===== config.mk =====
export PLATFORM = sky130hd
export DESIGN_NAME = param_lifo
export DESIGN_NICKNAME = d
export VERILOG_FILES = /design/src/rtl/lifo_pkg.sv /design/src/rtl/lifo_mem.sv /design/src/rtl/param_lifo.sv
export SDC_FILE = /design/constraint.sdc
export NUM_CORES = 1
export LEC_CHECK = 0
export CAP_MARGIN = 25
export CORE_ASPECT_RATIO = 0.7
export CORE_MARGIN = 4
export CORE_UTILIZATION = 55
export DETAILED_ROUTE_END_ITERATION = 12
export PLACE_DENSITY_LB_ADDON = 0.08
export SLEW_MARGIN = 5
export SYNTH_ARGS = -nofsm -noshare
export SYNTH_HDL_FRONTEND = slang
export SYNTH_SLANG_ARGS = --single-unit

===== constraint.sdc =====
create_clock -name clk -period 3.74 [get_ports clk]
set_input_delay 0.374 -clock clk [delete_from_list [all_inputs] [get_ports clk]]
set_output_delay 0.374 -clock clk [all_outputs]
set_load 0.02 [all_outputs]

===== src/rtl/lifo_pkg.sv =====
// Shared constants, count-width helper and the per-cycle operation code for param_lifo.
package lifo_pkg;

    localparam int unsigned LIFO_WIDTH = 8;
    localparam int unsigned LIFO_DEPTH = 8;

    // Occupancy has to represent 0..depth inclusive, so one bit more than the address.
    function automatic int unsigned cnt_width(input int unsigned depth);
        return $clog2(depth) + 1;
    endfunction

    typedef enum logic [2:0] {
        OP_NONE,
        OP_PUSH,
        OP_POP,
        OP_REPLACE,
        OP_PUSH_EMPTY,
        OP_OVERFLOW,
        OP_UNDERFLOW
    } op_e;

endpackage


===== src/rtl/lifo_mem.sv =====
// Stack storage: DEPTH x WIDTH register array, one synchronous write port, one asynchronous read port.
module lifo_mem #(
    parameter int unsigned WIDTH = 8,
    parameter int unsigned DEPTH = 8,
    parameter int unsigned AW    = $clog2(DEPTH)
) (
    input  logic             clk,
    input  logic             we,
    input  logic [AW-1:0]    waddr,
    input  logic [WIDTH-1:0] wdata,
    input  logic [AW-1:0]    raddr,
    output logic [WIDTH-1:0] rdata
);

    logic [WIDTH-1:0] mem [DEPTH];

    always_ff @(posedge clk) begin
        if (we) begin
            mem[waddr] <= wdata;
        end
    end

    assign rdata = mem[raddr];

endmodule


===== src/rtl/param_lifo.sv =====
// Parameterised LIFO stack: pointer, flags and registered pop output around a lifo_mem array.
module param_lifo
    import lifo_pkg::*;
#(
    parameter int unsigned WIDTH    = LIFO_WIDTH,
    parameter int unsigned DEPTH    = LIFO_DEPTH,
    parameter int unsigned AF_LEVEL = DEPTH - 1
) (
    input  logic                          clk,
    input  logic                          reset,
    input  logic                          wn,
    input  logic                          rn,
    input  logic [WIDTH-1:0]              datain,
    input  logic                          err_clr,
    output logic [WIDTH-1:0]              dataout,
    output logic                          dout_valid,
    output logic [WIDTH-1:0]              top,
    output logic [cnt_width(DEPTH)-1:0]   count,
    output logic                          full,
    output logic                          empty,
    output logic                          almost_full,
    output logic                          overflow,
    output logic                          underflow
);

    localparam int unsigned CW = cnt_width(DEPTH);
    localparam int unsigned AW = $clog2(DEPTH);

    op_e              op;
    logic             mem_we;
    logic [AW-1:0]    top_addr;
    logic [AW-1:0]    wr_addr;
    logic [WIDTH-1:0] rd_data;

    assign full        = (count == CW'(DEPTH));
    assign empty       = (count == '0);
    assign almost_full = (32'(count) >= AF_LEVEL);

    always_comb begin
        op = OP_NONE;
        unique case ({wn, rn})
            2'b10:   op = full  ? OP_OVERFLOW  : OP_PUSH;
            2'b01:   op = empty ? OP_UNDERFLOW : OP_POP;
            2'b11:   op = empty ? OP_PUSH_EMPTY : OP_REPLACE;
            default: op = OP_NONE;
        endcase
    end

    // Replace-top overwrites the current top slot; plain pushes land one above it.
    assign top_addr = AW'(count - CW'(1));
    assign wr_addr  = (op == OP_REPLACE) ? top_addr : AW'(count);
    assign mem_we   = (op == OP_PUSH) || (op == OP_PUSH_EMPTY) || (op == OP_REPLACE);

    lifo_mem #(
        .WIDTH (WIDTH),
        .DEPTH (DEPTH),
        .AW    (AW)
    ) u_mem (
        .clk   (clk),
        .we    (mem_we),
        .waddr (wr_addr),
        .wdata (datain),
        .raddr (top_addr),
        .rdata (rd_data)
    );

    assign top = empty ? '0 : rd_data;

    always_ff @(posedge clk) begin
        if (reset) begin
            count      <= '0;
            dataout    <= '0;
            dout_valid <= 1'b0;
            overflow   <= 1'b0;
            underflow  <= 1'b0;
        end else begin
            dout_valid <= 1'b0;
            // Clear first so an error raised in the same cycle wins.
            if (err_clr) begin
                overflow  <= 1'b0;
                underflow <= 1'b0;
            end
            unique case (op)
                OP_PUSH: count <= count + CW'(1);
                OP_POP: begin
                    count      <= count - CW'(1);
                    dataout    <= rd_data;
                    dout_valid <= 1'b1;
                end
                OP_REPLACE: begin
                    dataout    <= rd_data;
                    dout_valid <= 1'b1;
                end
                OP_PUSH_EMPTY: begin
                    count     <= count + CW'(1);
                    underflow <= 1'b1;
                end
                OP_OVERFLOW:  overflow  <= 1'b1;
                OP_UNDERFLOW: underflow <= 1'b1;
                default: ;
            endcase
        end
    end

endmodule


Yosys cells after proc, flatten, opt, wreduce, memory -nomap -nowiden
Memories as Yosys holds them, arrays and structs flattened.
Index checks and enable logic that the tools add are counted.
{"block": "word_totals", "regBits": 15, "ramBits": 64, "in_bits": 13, "out_inout_bits": 26, "wordCells": 41, "mem_count": 1}
{"name": "u_mem.mem", "depth": 8, "width": 8, "read_ports": 1, "rd_clocked_by_memory_dff": 0, "wr": 1, "line": "lifo_mem.sv:15", "text": "logic [WIDTH-1:0] mem [DEPTH];"}
{"block": "classes", "n_addsub": 2, "order_cmp": 1, "n_eq_ne": 10, "mux": 13, "reduce_logical": 9}
{"op": "$mux 3", "n": 4}
{"op": "$eq 3x3->1 const B", "n": 3}
{"op": "$pmux 3 s3", "n": 1}
{"op": "$mux 8", "n": 1}
{"op": "$pmux 4 s2", "n": 1}
{"op": "$eq 3x2->1 const B", "n": 2}
{"op": "$mux 1", "n": 6}
{"op": "$reduce_bool 2->1", "n": 3}
{"op": "$reduce_or 2->1", "n": 3}
{"op": "$add 4x1->4 const B", "n": 1}
{"op": "$eq 2x2->1 const B", "n": 2}
{"op": "$eq 4x4->1 const B", "n": 1}
{"op": "$ge 4x3->1 const B", "n": 1}
{"op": "$logic_not 4->1", "n": 1}
{"op": "$sub 4x1->4 const B", "n": 1}
{"op": "$eq 3x1->1 const B", "n": 1}
{"op": "$eq 2x1->1 const B", "n": 1}
{"op": "$logic_or 1x1->1", "n": 2}

Depth between registers and ports, before layout
Gate-level depths: netlist (run 1).
{"block": "logic_depth", "word_depth": 8, "mapped_depth": 10, "depth_no_buf": 7}

Hierarchy
A second synthesis (run 1) with hierarchy kept.
{"block": "hier_totals", "hier_cells": 211, "area_unflattened_um2": 3415.8}
{"mod": "lifo_mem", "instances": 1, "cells_per_inst": 106, "area_per_inst_um2": 2531.2, "seq_area_each_um2": 1921.8}
{"mod": "param_lifo", "instances": 1, "cells_per_inst": 105, "area_per_inst_um2": 884.6, "seq_area_each_um2": 300.3}

Least setup slack after synthesis (run 1)
OpenSTA, ideal clock, no wires.
{"block": "synth_path", "kind": "flip-flop to flip-flop", "from": "reg count[0]", "to": "mem u_mem.mem[2][0], enable pin", "setup_time_ns": 0.370, "t_arrival_ns": 2.413, "t_required_ns": 3.370, "path_slack_ns": 0.957, "path_stages_with_launch": 10, "path_buffers": 2, "period_less_slack_ns": 2.783, "cell_sequence": "dfxtp_1 -> inv_1 -> buf_4 -> ha_1 -> buf_4 -> or3b_4 -> inv_2 -> nor2_2 -> a31o_2 -> nor2_1"}
{"block": "synth_via", "elab_chain_cells": 8, "word_cells_on_any_way": 15, "classes_between": "add/sub: 1; eq/ne: 4; mux: 7; reduce/logical: 3"}
{"item": "from (decl)", "line": "param_lifo.sv:18", "text": "output logic [cnt_width(DEPTH)-1:0] count,"}
{"item": "from (signal assigned)", "line": "param_lifo.sv:84", "text": "OP_PUSH: count <= count + CW'(1);"}
{"item": "from (signal assigned)", "line": "param_lifo.sv:86", "text": "count <= count - CW'(1);"}
{"item": "from (signal assigned)", "line": "param_lifo.sv:95", "text": "count <= count + CW'(1);"}
{"item": "$eq 4x4->1 / $logic_not 4->1 (equally long branches)", "line": "param_lifo.sv:35, param_lifo.sv:36"}
{"item": "$mux 3 (on tied branches)", "line": "param_lifo.sv:42, param_lifo.sv:43, param_lifo.sv:44"}
{"item": "$pmux 3 s3", "line": "param_lifo.sv:41", "text": "unique case ({wn, rn})"}
{"item": "$eq 3x1->1 / $eq 3x3->1 (equally long branches)", "line": "param_lifo.sv:52", "text": "assign mem_we = (op == OP_PUSH) || (op == OP_PUSH_EMPTY) || (op == OP_REPLACE);"}
{"item": "$logic_or 1x1->1 (2 in a row)", "line": "param_lifo.sv:52"}
{"item": "$mux 1", "line": "lifo_mem.sv:18", "text": "if (we) begin"}
{"item": "$mux 1 (not written as such)", "line": "lifo_mem.sv:19", "text": "mem[waddr] <= wdata;"}
{"item": "to (decl)", "line": "lifo_mem.sv:15"}
Parallel ways exist; a longest one is shown, timed or not.

Worst setup path in the final report (run 1)
{"block": "layout_path", "from": "reg count[0]", "to": "out top[4]"}
{"block": "layout_via", "elab_chain_cells": 3, "word_cells_on_any_way": 4, "classes_between": "add/sub: 1; mux: 1; reduce/logical: 1; memory: 1"}
{"item": "$sub 4x1->4"}
{"item": "$mem_v2 8x8"}
{"item": "$mux 8 *", "line": "param_lifo.sv:67", "text": "assign top = empty ? '0 : rd_data;"}
{"item": "to (decl)", "line": "param_lifo.sv:17", "text": "output logic [WIDTH-1:0] top,"}
Every way passes the cells marked *; elsewhere a longest branch is shown, timed or not.

==> impl.org, run 1 <==
** Run status
- The flow ran to the end, and the final reports show no timing, DRC or antenna violations.

** Die
- Core outline area :: ~5800 um^2
- For this design the top-level I/O count stands at 39.
- Cell Rows :: 23
- Starting Density :: 0.580
- Horizontal extent of the die :: 102 um
- The die covers 7500 um^2.
- The die is 73.7 um tall.

** Logic synthesis
- Dominant combinational cell family by area after synthesis :: multiplexers
- Of the total synthesized cell area, the portion taken by XOR and XNOR cells is 0.0107.
- Dividing the synthesized area by the synthesized cell count gives 14.7 um^2.
- Of the total synthesized cell area, the portion taken by full adders, half adders and majority gates is 0.00738.
- Post-synthesis sequential area ratio :: 0.655
- Netlist Area Pre-Place :: between 3000 and 4000 um^2
- Synthesized-area fraction occupied by and/or/nand/nor cells :: 0.0959
- The area fraction in compound gates after synthesis was 0.0642.
- Synthesized net count :: 245
- Count of flip-flops with a built-in enable after synthesis :: 64
- Asr flop ratio synth :: 0
- Synthesis produced 230 cells.
- Counting flops and latches in the post-synthesis netlist gives 79.
- Distinct cell type count of the synthesized netlist :: 44
- Number of synthesis warnings :: 0
- Ys flop type :: edfxtp_1
- Fraction of synthesized area in multiplexers :: 0.133

** GRT
- The number of global-route vias before repair was 1,901.
- Overall Global Routing Usage :: 0.205
- Entering global routing, the biggest net connects 23 pins.
- Global routing finished with a remaining overflow of 0.
- The initial antenna violation count was 0.
- First-pass GRT wire length :: 10,900 um

** Detailed routing
- Detailed-route wire length :: 7000 um
- The first TritonRoute pass finished after 4 iterations.
- DRC Markers :: 0
- After the first detailed-routing iteration, the DRC count stood at 165.
- Detailed-route via count :: a little over 2,000
- Average routed wire per standard cell :: 19.7 um
- Vias per Instance :: around 5.8
- Post-DRT Antenna Nets :: 0

** Layout
- Antenna diode count :: 0
- FILL cells :: 409
- The sequential cells in the finished layout cover a total of 2220 um^2.
- Most used cells in the layout excluding fill and tap cells :: edfxtp_1 (64), clkdlybuf4s50_1 (38), nor2_1 (29)
- The multi-input combinational cells in the finished layout cover a total of ~1100 um^2.
- Commonest non-fill, non-tap cell in the layout :: edfxtp_1
- Layout overhead on the synthesized area :: 19.2%
- Non-filler cells in the finished layout :: 355
- Of the cells placed in the final design, the portion with a size suffix greater than 1 is 0.136.
- Number of nets in the layout :: 290

** Power and ir drop
- Maximum vdd drop :: 0.000339 V
- In this run the power density over the cells is between 600 and 700 nW/um^2.
- For this design the static power due to leakage is around 1.4 nW.

** Timing
- Setup violations remaining at the end of the flow were counted as 0.
- For the final database, setup skew stands at around 6 ps.
- Worst-Margin Slew :: 811 ps
- The clock period could shrink to ~3400 ps.
- Max-Slew Margin vs Limit :: 0.457
- Setup repair after global routing left no endpoint under its margin.
- Total Neg Setup Slack :: 0 ps
- Setup slack on the critical path of the routed design comes to 304 ps.
- Based on the critical path, the design can be clocked at up to 291 MHz.
- Tcrit/Tclk final :: 0.919
- Fin. max-slew vios :: 0
- Final-report hold violation count :: 0

** Worst setup path
- The worst setup path is of the reg -> out kind.
- Data arrives at the worst endpoint at 3060 ps.
- Data on the critical path is required at its endpoint by 3370 ps.
- Kind of end point of the critical path :: primary output
- Critical path startpoint category :: flop
- Worst-path fanout max :: 15

** Clocking
- No sink is reached through more buffers than the 2 on the longest clock path.
- Number of sinks handled by clock tree synthesis :: 79
- Number of buffers created by CTS :: 9
- Clock tree from TritonCTS :: built
- Htree depth :: 3
- Clock-pin slew reported for the worst setup and hold paths after clock tree synthesis :: 80 ps
- Number of buffers added for setup after CTS :: 0
- For the worst-skew pair, the clock arrives at the later sink with an insertion delay of between 300 and 400 ps.
- The root buffer cell chosen for the clock tree is clkbuf_8.
- The number of hold buffers added after CTS was 0.
- In this run, post-CTS repair resized a total of 0 instances.

** Flow run
- Number of violations of the max-capacitance limit :: 0

** Worst hold path
- The min-delay analysis places its worst path in the category reg -> reg.

** Placed design
- Buffers placed on the I/O ports in this run total 38.
- After detailed placement, the design holds a cell count of 339.
- Post-detailed-placement half-perimeter wirelength :: 4920 um
- Last weighted congestion value of the routability-driven placer :: 0.803
- At the placement stage, the worst setup path has a slack of approximately 460 ps.
worst paths after layout:
path | to | slack [ps] | from | cells past startpoint
max | top[4] | 300 | count[0]$_SDFFE_PP0P_ | 8
min reg2reg | overflow$_SDFFE_PP0P_ | 470 | overflow$_SDFFE_PP0P_ | 2
min | overflow$_SDFFE_PP0P_ | 470 | overflow$_SDFFE_PP0P_ | 2
max reg2reg | u_mem.mem[2][1]$_DFFE_PP_ | 640 | count[0]$_SDFFE_PP0P_ | 8
flip-flops by register name, summed over array words and instances, names as in the netlist:
name / flops
count: 4
dataout: 8
underflow: 1
overflow: 1
dout_valid: 1
u_mem.mem: 64
metal layers:
layer	part of all wire	global-route usage
met1	0.47	0.321
met2	0.42	0.275
met3	0.096	0.0531
met4	0.0090	0.0757
met5	0	0
critical path, stage by stage (launching register included):
cell and delay (ps):
dfxtp_2 490, inv_1 100, ha_1 270, xor2_4 150
buf_4 220, mux4_1 570, mux2i_1 280, nor2_1 80
clkdlybuf4s50_1 550
power breakdown:
part / total, W / internal, W / switching (W)
registers: 0.00108 / 0.00103 / 0.0000450
logic: 0.000837 / 0.000380 / 0.000457
clock network: 0.000606 / 0.000309 / 0.000297
cell usage after synthesis (all sizes together) (2+ instances only):
master  number  area, um^2
edfxtp      64        1920
mux4        12         289
buf          8        67.6
inv          5        18.8
a31oi        2        12.5
nand2b       3        18.8
nand4        2        12.5
o211ai       2        15.0
clkbuf       6        22.5
nand2        4        15.0
mux2i       14         140
a21oi        8        40.0
mux2         2        22.5
nand3       12        60.1
o21ai        4        20.0
dfxtp       15         300
nor2b        4        25.0
ha           2        25.0
nor2        30         115
nor3         5        25.0
and3         2        12.5
a211oi      10        80.1
through the flow:
step | power [W] | hold WS, ps | utilization | area [um^2]
finish | 0.00252 | 475 | 0.692 | 4040
global route | 0.00265 | 514 | 0.692 | 4040
global placement | 0.00193 | 458 | 0.659 | 3850
detailed placement | 0.00194 | 472 | 0.659 | 3850
floorplan | 0.00164 | 447 | - | 3390
CTS | 0.00254 | 483 | 0.692 | 4040
kinds of logic (layout without fill, tap and decap cells):
| logic type | after synthesis | in the layout |
|---|---|---|
| DFF | 79 | 79 |
| and+or+nand+nor | 67 | 67 |
| muxes | 28 | 28 |
| xor gates and xnor gates | 2 | 2 |
| buffers and inverters | 20 | 70 |
| adders and majority gates | 2 | 2 |
| AOI/OAI and AO/OA | 32 | 32 |
final cells by class:
type / count / area share
sequential: 79 / 0.550
multi-input combinational: 131 / 0.261
timing repair buffer: 48 / 0.113
clock buffer: 11 / 0.0325
tap: 75 / 0.0232
clock inverter: 5 / 0.0146
inverter: 6 / 0.00557
Note: power is estimated with default switching activity, not from simulation.
==> run 2, diff against run 1 <==
- RECOVER_POWER: default -> 50
==> impl.org, run 2 (synthesis gave the netlist of run 1 again) <==
** Run status
- Result of the run :: complete, no violations (unchanged)

** Worst setup path
- The critical path capture point type was a primary output (unchanged).
- Setup CP Type :: reg -> out (unchanged)
- Slowest cell on the critical path :: mux4_1 (unchanged)
- The delay of the slowest cell on the worst path came to 570 ps (about the same).
- Arrival time at the worst endpoint :: 3060 ps (about the same)
- Critical path startpoint category :: flop (unchanged)
- The cell family contributing the most delay on the critical path is buffers and inverters (unchanged).
- The highest net fanout along the worst path was 15 (unchanged).
- CP Cell Sequence: inv_1, ha_1, xor2_4, buf_4, mux4_1, mux2i_1, nor2_1, clkdlybuf4s50_1 (unchanged).
- The critical path data required time came to 3370 ps (about the same).
- Number of buffers and inverters on the critical path :: 3 (unchanged)

** Layout
- Biggest registers after layout: u_mem.mem (64), dataout (8), count (4) (unchanged).
- The fraction of final layout cells sized beyond drive strength 1 is 0.129 (was 0.136).
- Most used cells in the layout excluding fill and tap cells :: edfxtp_1 (64), nor2_1 (29), dlygate4sd3_1 (22) (was edfxtp_1 (64), clkdlybuf4s50_1 (38), nor2_1 (29))
- Register containing the most flip-flops in the final layout :: u_mem.mem (unchanged)
- Commonest non-fill, non-tap cell in the layout :: edfxtp_1 (unchanged)
- The number of flip-flops under the largest register name was 64 (unchanged).
- The number of antenna cells inserted is 0 (unchanged).
- Post-layout util :: 0.691 (was 0.692)
- The net count of the finished layout was 290 (unchanged).
- Layout overhead on the synthesized area :: 19.0% (was 19.2%)

** Detailed routing
- The post-detailed-route count of antenna-violating nets is 0 (unchanged).
- Detailed router's first-iteration violation count :: 177 (was 165)
- The routed wirelength normalized by instance count was 19.7 um (about the same).
- The post-detailed-routing wire length is 7010 um (was 7000 um).
- Detailed-route via count :: 2,076 (was 2,057)
- Vias per Instance :: 5.85 (was 5.79)
- The remaining design rule violation count was 0 (unchanged).
- The first-pass iteration count of the detailed router was 4 (unchanged).

** Timing
- Final worst path period need :: 3430 ps (was 3440 ps)
- Unrepaired setup endpoints after global routing: no (unchanged).
- The final hold slack came to 472 ps (was 475 ps).
- Worst clock skew on the final layout :: 7.34 ps (was 5.90 ps)
- The number of pins exceeding their max-slew limit in the final report was 0 (unchanged).
- The highest clock frequency the design can meet is 291 MHz (about the same).
- The transition time at the pin with the least slew margin was 809 ps (was 811 ps).
- Tcrit/Tclk final :: 0.918 (was 0.919)
- Final-report hold violation count :: 0 (unchanged)
- The post-route setup TNS came to 0 ps (unchanged).
- Max-Slew Margin vs Limit :: 0.459 (was 0.457)
- The number of endpoints failing setup at the final stage came to 0 (unchanged).

** Clocking
- Clock tree from TritonCTS :: built (unchanged)
- The largest buffer count on any clock path is 2 (unchanged).
- Number of buffers added for setup after CTS :: 0 (unchanged)
- The clock latency reported for the late side of the worst-skew pair was 340 ps (about the same).
- Htree depth :: 3 (unchanged)
- The clock root buffer is clkbuf_8 (unchanged).
- Clock-pin slew reported for the worst setup and hold paths after clock tree synthesis :: 80 ps (about the same)
- Number of sinks handled by clock tree synthesis :: 79 (unchanged)
- The number of buffers inserted during clock tree synthesis came to 9 (unchanged).

** Power and ir drop
- Power per cell area :: 619 nW/um^2 (was 623 nW/um^2)
- Maximum vdd drop :: 0.000338 V (was 0.000339 V)
- The leakage power was 1.44 nW (was 1.40 nW).

** Placed design
- Last weighted congestion value of the routability-driven placer :: 0.803 (unchanged)
- The total half-perimeter wirelength after legalization and detailed placement was 4920 um (unchanged).
- IO buf count :: 38 (unchanged)

** GRT
- Remaining global-route overflow :: 0 (unchanged)
- First-pass GRT wire length :: 10,900 um (unchanged)
- The initial antenna violation count is 0 (unchanged).
- Pin count of the biggest net entering global routing :: 23 (unchanged)
- The total routing usage reported by global routing is 0.205 (unchanged).
- Vias in the first global route :: 1,901 (unchanged)

** Die
- Overall die area :: 7500 um^2 (unchanged)
- Cell Rows :: 23 (unchanged)
- Total I/O pin count :: 39 (unchanged)
- Die Y :: 73.7 um (unchanged)
- Starting Density :: 0.580 (unchanged)
- The horizontal die dimension came to 102 um (unchanged).
- Core outline area :: 5840 um^2 (unchanged)

** Worst hold path
- Type of the tightest min-delay check :: reg -> reg (unchanged)

** Flow run
- The max-cap check violation count is 0 (unchanged).
-- run 2: changes by cell type in the layout (fill, tap and decap cells not counted) --
| cell | previous run | this run |
|---|---|---|
| clkdlybuf4s50_1 | 38 | 16 |
| dlygate4sd3_1 | 0 | 22 |
| buf_4 | 10 | 9 |
| clkbuf_1 | 2 | 3 |
| or3b_1 | 0 | 1 |
| or3b_4 | 1 | 0 |
-- run 2: cell type report --
class                           count  area (um^2)
Multi-Input combinational cell    131         1050
Sequential cell                    79         2220
Fill cell                         410         1810
Timing Repair Buffer               48          452
Tap cell                           75         93.8
Inverter                            6         22.5
Clock buffer                       11          131
Clock inverter                      5         58.8
-- run 2: stage by stage --
stage | cell area (um^2) | std cells | setup slack, ps | total power, W
2_1_floorplan | 3390 | 230 | 957 | 0.00164
3_3_place_gp | 3850 | 339 | 500 | 0.00193
3_5_place_dp | 3850 | 339 | 455 | 0.00194
4_1_cts | 4040 | 355 | 51.1 | 0.00254
5_1_grt | 4040 | 355 | 84.8 | 0.00263
6_report | 4040 | 355 | 306 | 0.00250
-- run 2: worst reg2reg max path: cells and delay by family (launching register included) --
| family | cells | cell delay, ps |
|---|---|---|
| AOI/OAI and AO/OA | 1 | 310 |
| DFF | 1 | 410 |
| adders and majority gates | 1 | 250 |
| and+or+nand+nor | 3 | 1280 |
| buffers and inverters | 3 | 690 |
-- run 2: worst paths after layout --
| path | startpoint | end | slack [ps] | cells after the start |
|---|---|---|---|---|
| worst max-delay path | count[0]$_SDFFE_PP0P_ | top[4] | 310 | 8 |
| worst min-delay path | overflow$_SDFFE_PP0P_ | overflow$_SDFFE_PP0P_ | 470 | 2 |
| worst max register to register | count[0]$_SDFFE_PP0P_ | u_mem.mem[2][4]$_DFFE_PP_ | 430 | 8 |
| worst min register to register | overflow$_SDFFE_PP0P_ | overflow$_SDFFE_PP0P_ | 470 | 2 |
-- run 2: where the power goes --
group	internal, W	switching, W
Combinational	0.000362	0.000458
Sequential	0.00103	0.0000433
Clock	0.000309	0.000296
Total	0.00170	0.000797
-- run 2: routing by layer --
layer  vias up  wire length, um  global-route usage
li1        979                -                   -
met3         6              709              0.0531
met2       100             3000               0.275
met4         0               78              0.0757
met1       991             3230               0.321
met5         -                0                   0
-- run 2: timing repair --
action / in CTS / in global routing
endpoints found under the hold margin: 0 / 0
endpoints found under the setup margin: 0 / 4
hold buffers: 0 / 0
resized for setup: 0 / 1
